==> src/rtl/uart_rx.sv <==
// UART receiver: 2-flop synchronizer, mid-bit sampling at a per-frame divider,
// optional parity and second stop bit, one-cycle valid strobe with error flags.
module uart_rx #(
  parameter int CLOCK_DIVIDER_WIDTH = 8
) (
  input  logic                           clock_i,
  input  logic                           reset_i,
  input  logic                           serial_i,
  input  logic                           two_stop_bits_i,
  input  logic                           parity_bit_i,
  input  logic                           parity_even_i,
  input  logic [CLOCK_DIVIDER_WIDTH-1:0] clock_divider_i,
  output logic [7:0]                     data_o,
  output logic                           valid_o,
  output logic                           parity_error_o,
  output logic                           frame_error_o,
  output logic                           busy_o
);

  localparam int W = CLOCK_DIVIDER_WIDTH;

  typedef enum logic [2:0] {IDLE, START, DATA, PARITY, STOP1, STOP2, DONE} state_t;

  state_t         state_reg, state_next;
  logic           sync1_reg, rx_s_reg, rx_prev_reg;
  logic [W-1:0]   cnt_reg, cnt_next;
  logic [W-1:0]   cfg_div_reg, cfg_div_next;
  logic           cfg_parity_reg, cfg_parity_next;
  logic           cfg_even_reg, cfg_even_next;
  logic           cfg_two_stop_reg, cfg_two_stop_next;
  logic [7:0]     shift_reg, shift_next;
  logic [2:0]     bit_idx_reg, bit_idx_next;
  logic           par_err_reg, par_err_next;
  logic           frm_err_reg, frm_err_next;
  logic [7:0]     data_reg, data_next;
  logic           perr_out_reg, perr_out_next;
  logic           ferr_out_reg, ferr_out_next;

  logic [W-1:0]   div_eff;
  logic           bit_tick;
  logic           stop_err;

  always_ff @(posedge clock_i or negedge reset_i) begin
    if (!reset_i) begin
      sync1_reg        <= 1'b1;
      rx_s_reg         <= 1'b1;
      rx_prev_reg      <= 1'b1;
      state_reg        <= IDLE;
      cnt_reg          <= '0;
      cfg_div_reg      <= W'(2);
      cfg_parity_reg   <= 1'b0;
      cfg_even_reg     <= 1'b0;
      cfg_two_stop_reg <= 1'b0;
      shift_reg        <= '0;
      bit_idx_reg      <= '0;
      par_err_reg      <= 1'b0;
      frm_err_reg      <= 1'b0;
      data_reg         <= '0;
      perr_out_reg     <= 1'b0;
      ferr_out_reg     <= 1'b0;
    end else begin
      sync1_reg        <= serial_i;
      rx_s_reg         <= sync1_reg;
      rx_prev_reg      <= rx_s_reg;
      state_reg        <= state_next;
      cnt_reg          <= cnt_next;
      cfg_div_reg      <= cfg_div_next;
      cfg_parity_reg   <= cfg_parity_next;
      cfg_even_reg     <= cfg_even_next;
      cfg_two_stop_reg <= cfg_two_stop_next;
      shift_reg        <= shift_next;
      bit_idx_reg      <= bit_idx_next;
      par_err_reg      <= par_err_next;
      frm_err_reg      <= frm_err_next;
      data_reg         <= data_next;
      perr_out_reg     <= perr_out_next;
      ferr_out_reg     <= ferr_out_next;
    end
  end

  // Dividers below 2 would leave no room for a mid-bit sample.
  assign div_eff  = (clock_divider_i < W'(2)) ? W'(2) : clock_divider_i;
  // cnt is 1 in the first cycle after the reference point, so it equals the
  // elapsed cycle count: H for the start-bit midpoint, D between later samples.
  assign bit_tick = (state_reg == START) ? (cnt_reg == (cfg_div_reg >> 1)) : (cnt_reg == cfg_div_reg);
  assign stop_err = frm_err_reg | ~rx_s_reg;

  always_comb begin
    state_next        = state_reg;
    cnt_next          = cnt_reg + W'(1);
    cfg_div_next      = cfg_div_reg;
    cfg_parity_next   = cfg_parity_reg;
    cfg_even_next     = cfg_even_reg;
    cfg_two_stop_next = cfg_two_stop_reg;
    shift_next        = shift_reg;
    bit_idx_next      = bit_idx_reg;
    par_err_next      = par_err_reg;
    frm_err_next      = frm_err_reg;
    data_next         = data_reg;
    perr_out_next     = perr_out_reg;
    ferr_out_next     = ferr_out_reg;
    if (bit_tick) cnt_next = W'(1);

    case (state_reg)
      IDLE: begin
        cnt_next = W'(1);
        if (rx_prev_reg && !rx_s_reg) begin
          state_next        = START;
          cfg_div_next      = div_eff;
          cfg_parity_next   = parity_bit_i;
          cfg_even_next     = parity_even_i;
          cfg_two_stop_next = two_stop_bits_i;
          bit_idx_next      = '0;
          par_err_next      = 1'b0;
          frm_err_next      = 1'b0;
        end
      end
      START: begin
        if (bit_tick) state_next = rx_s_reg ? IDLE : DATA;
      end
      DATA: begin
        if (bit_tick) begin
          shift_next   = {rx_s_reg, shift_reg[7:1]};
          bit_idx_next = bit_idx_reg + 3'd1;
          if (bit_idx_reg == 3'd7) state_next = cfg_parity_reg ? PARITY : STOP1;
        end
      end
      PARITY: begin
        if (bit_tick) begin
          par_err_next = (^shift_reg) ^ rx_s_reg ^ ~cfg_even_reg;
          state_next   = STOP1;
        end
      end
      STOP1, STOP2: begin
        if (bit_tick) begin
          frm_err_next = stop_err;
          if (state_reg == STOP1 && cfg_two_stop_reg) begin
            state_next = STOP2;
          end else begin
            state_next    = DONE;
            data_next     = shift_reg;
            perr_out_next = par_err_reg;
            ferr_out_next = stop_err;
          end
        end
      end
      DONE: begin
        cnt_next   = W'(1);
        state_next = IDLE;
      end
      default: state_next = IDLE;
    endcase
  end

  assign data_o         = data_reg;
  assign parity_error_o = perr_out_reg;
  assign frame_error_o  = ferr_out_reg;
  assign valid_o        = (state_reg == DONE);
  assign busy_o         = (state_reg != IDLE) && (state_reg != DONE);

endmodule

==> config.mk <==
export PLATFORM = sky130hd
export DESIGN_NAME = uart_rx
export DESIGN_NICKNAME = d
export VERILOG_FILES = /design/src/rtl/uart_rx.sv
export SDC_FILE = /design/constraint.sdc
export NUM_CORES = 1
export LEC_CHECK = 0
export BUFFER_PORTS_ARGS = -buffer_cell sky130_fd_sc_hd__buf_4
export CELL_PAD_IN_SITES_DETAIL_PLACEMENT = 0
export CELL_PAD_IN_SITES_GLOBAL_PLACEMENT = 1
export CORE_MARGIN = 1
export CORE_UTILIZATION = 50
export DETAILED_ROUTE_END_ITERATION = 12
export GPL_TIMING_DRIVEN = 0
export PLACE_DENSITY = 0.94
export SYNTH_ARGS = -nofsm -noshare
export SYNTH_HDL_FRONTEND = slang
export SYNTH_SLANG_ARGS = --single-unit
export TNS_END_PERCENT = 1
==> constraint.sdc <==
create_clock -name clock_i -period 4.25 [get_ports clock_i]
set_clock_uncertainty 0.05 [all_clocks]
set_input_delay 0.6375 -clock clock_i [delete_from_list [all_inputs] [get_ports clock_i]]
set_output_delay 0.6375 -clock clock_i [all_outputs]
set_load 0.01 [all_outputs]
==> run_results.csv <==
group,metric,value,unit
synthesis,syn_inst,209,
sta,hold_viol_final,0,
synthesis,ys.flop_type,"dfrtp_1",
floorplanning,die_area,0.00509,mm2
drt,drc,2,
synthesis,syn_area,0.00240,mm2
grt,grt_pass1_vias,1588,
synthesis,synth-seq-cells,48,
worst_setup_path,ff2ff_setup_slack,1.56,ns
sta,final.setup.tns,0,ns
clocking,post_cts_buffers,0,
finish,final_area,0.00277,mm2
place,post-dp-hpwl,3150,um
worst_setup_path,cp-startpoint,"state_reg[1]",
clocking,cts_sinks,48,
synthesis,synth_most_common_cell,"dfrtp_1",
synthesis,synthTopCellsByArea,"dfrtp_1 46%, mux2_2 8.4%, mux2_4 6.3%",
finish,diodes,0,
clocking,cts_resized,0,
clocking,cts.reportedPaths.clkPinSlew,0.09,ns
worst_setup_path,crit_chain,"or3b_1 -> buf_2 -> o32a_1 -> o31ai_1 -> and4_1 -> buf_6 -> o211a_1 -> buf_6 -> mux2_4",
synthesis,synth.distinct_cells,47,
synthesis,async_reset_ff_frac,1.00,
clocking,insertion_delay,0.31,ns
floorplanning,pin_count,26,
drt,dr_total_vias,1603,
outcome,status,"finished with violations",
clocking,cts_hold_buf,0,
finish,final_util,0.619,
job,drv_cap,0,
sta,setup_viol,0,
floorplanning,die_w,71.3,um
synthesis,syn-num-nets,226,
outcome,violations,"DRC",
worst_setup_path,cp_slowest_cell,"dfrtp_1",
sta,finalCritPeriodShare,0.633,
drt,first_pass_iters,8,
sta,max_clock_freq,0.372,GHz
sta,rsz0062_at_grt,"no",
worst_setup_path,critPathCaptureType,"register",
place,port_buffers,25,
sta,max_slew.worst_pin.slew,0.640,ns
power,pwr-share-comb,0.302,
drt,routed_wl,4330,um
synthesis,netlist.area_leader.share,0.458,
grt,grt.total_usage,0.188,
place,pre_cts_ws,1.60,ns
power,irDropWorstVdd,0.000305,V
finish,layout-drive-gt1-share,0.285,
worst_setup_path,path_class,"reg -> reg",
worst_setup_path,timing.rr.end,"data_o[2]",
synthesis,synth_edf_count,0,
finish,multi_input_area,0.00111,mm2
drt,vias_per_cell,5.45,
clocking,cts_buffers,5,
synthesis,ys_seq_area_frac,0.502,
grt,grt_first_pass_wirelength,7320,um
place,routabilityCongestion,0.769,
synthesis,synth.avg_cell_area,11.5,um2
floorplanning,die_y,71.3,um
worst_setup_path,critPathArrivalTime,2.84,ns
finish,area_growth_syn_to_layout,15.4,%
drt,drt_iter0_markers,55,
power,p_int,978,uW
worst_setup_path,worstSetupStartpointType,"register",
clocking,cts-root-buf,"clkbuf_8",
sta,fin_crit,2.69,ns
sta,drv_slew,0,
finish,final_nets,258,
place,placed_cell_area,0.00266,mm2
power,p_leak,0.00129,uW
sta,max_slew_margin,0.563,
worst_setup_path,worstSetupEndpoint,"data_o[2]",
grt,antenna_found_initial,0,
clocking,htreeDepth,2,
synthesis,synth_common_cells,"44 x dfrtp_1, 18 x mux2_2, 15 x xnor2_1, 13 x nor2_1, 12 x nand2_1",
power,pwr-share-clk,0.230,
floorplanning,start_util,0.537,
floorplanning,fp.coreArea,0.00447,mm2
power,swShare,0.334,
clocking,clock_path_buffers,2,
drt,routedWlPerCell,14.7,um
worst_setup_path,crit_top_cell,"buf_6",
worst_setup_path,max_stage_delay,0.46,ns
worst_setup_path,cp_max_fo,10,
power,switchingPower,490,uW
worst_setup_path,crit_required,4.39,ns
floorplanning,placementRows,24,
worst_setup_path,r2r_cells,9,
synthesis,netlist.top_cell.by_area,"dfrtp_1",
worst_setup_path,r2r-start,"state_reg[1]",
grt,gr-total-overflow,0,
min_path,min_path_type,"in -> async",
drt,ant_nets,0,
power,p_per_area,530,mW/mm2
grt,grt_max_degree,49,
sta,layout_setup_ws,1.56,ns
synthesis,yosys_warnings,0,
power,seqPwrFrac,0.468,
clocking,cts_tree,"done",
finish,fillers,382,
finish,ff_latch_area,0.00121,mm2
## through the flow
stage          total power [uW]  std cells  hold slack [ns]
2_1_floorplan              1030        209            0.292
3_5_place_dp               1140        286            0.297
4_1_cts                    1480        294            0.292
6_report                   1470        294            0.272
5_1_grt                    1570        294            0.321
3_3_place_gp               1130        286            0.296
## power by group through the flow
stage / Sequential, uW / Combinational (uW) / Clock (uW)
after floorplan: 659 / 370 / 0
after global placement: 695 / 433 / 0
after detailed placement: 699 / 443 / 0
after CTS: 690 / 445 / 349
after global routing: 706 / 506 / 362
final: 688 / 443 / 338
## logic make-up after synthesis
kind of cell,share of synthesized area
DFF,0.502
adders and majority gates,0.0156
muxes,0.151
and+or+nand+nor,0.134
buffers and inverters,0.0365
xor gates and xnor gates,0.0729
AOI/OAI and AO/OA,0.0880
## worst max-delay path: cells and delay by family, from the launching register on
family          cells  cell delay, ns
buf+inv             3            0.51
flops               1            0.46
compound gates      3            0.57
simple gates        2            0.66
mux                 1            0.31
## worst min-delay path by stage
stage | to | slack, ns | cells past startpoint
finish | cnt_reg[4] | 0.27 | 1
global route | cfg_two_stop_reg | 0.32 | 1
CTS | data_o[1] | 0.29 | 1
detailed placement | rx_s_reg | 0.30 | 0
global placement | rx_s_reg | 0.30 | 0
floorplan | bit_idx_reg[0] | 0.29 | 0
## layer usage
metal,part of all wire,track usage,routed length (um),vias up
li1,-,-,-,801
met1,0.48,0.248,2080,770
met2,0.47,0.301,2030,25
met3,0.031,0.0394,134,7
met4,0.018,0.0867,80,0
met5,0,0,0,-
## cell usage in the layout (no fill, tap or decap), types with 3 or more instances in the layout
| cell | count |
|---|---|
| a21oi_1 | 9 |
| buf_4 | 26 |
| clkbuf_1 | 4 |
| clkbuf_8 | 5 |
| dfrtp_1 | 44 |
| dfstp_2 | 4 |
| ha_1 | 3 |
| inv_1 | 10 |
| mux2_2 | 18 |
| mux2_4 | 10 |
| nand2_1 | 12 |
| nand2b_1 | 6 |
| nand3_1 | 5 |
| nor2_1 | 13 |
| nor3_1 | 4 |
| nor3b_1 | 3 |
| o21ai_0 | 4 |
| xnor2_1 | 15 |
| xor2_1 | 5 |
## area by class of cell
cell class | instances | area share
well taps | 52 | 0.0235
inverters | 10 | 0.0135
clock inverters | 3 | 0.0172
flip-flops and latches | 48 | 0.435
plain buffers | 8 | 0.0181
multi-input cells | 143 | 0.400
clock buffers | 5 | 0.0248
repair buffers | 25 | 0.0677
No activity file was read; power rests on OpenSTA's default activity.
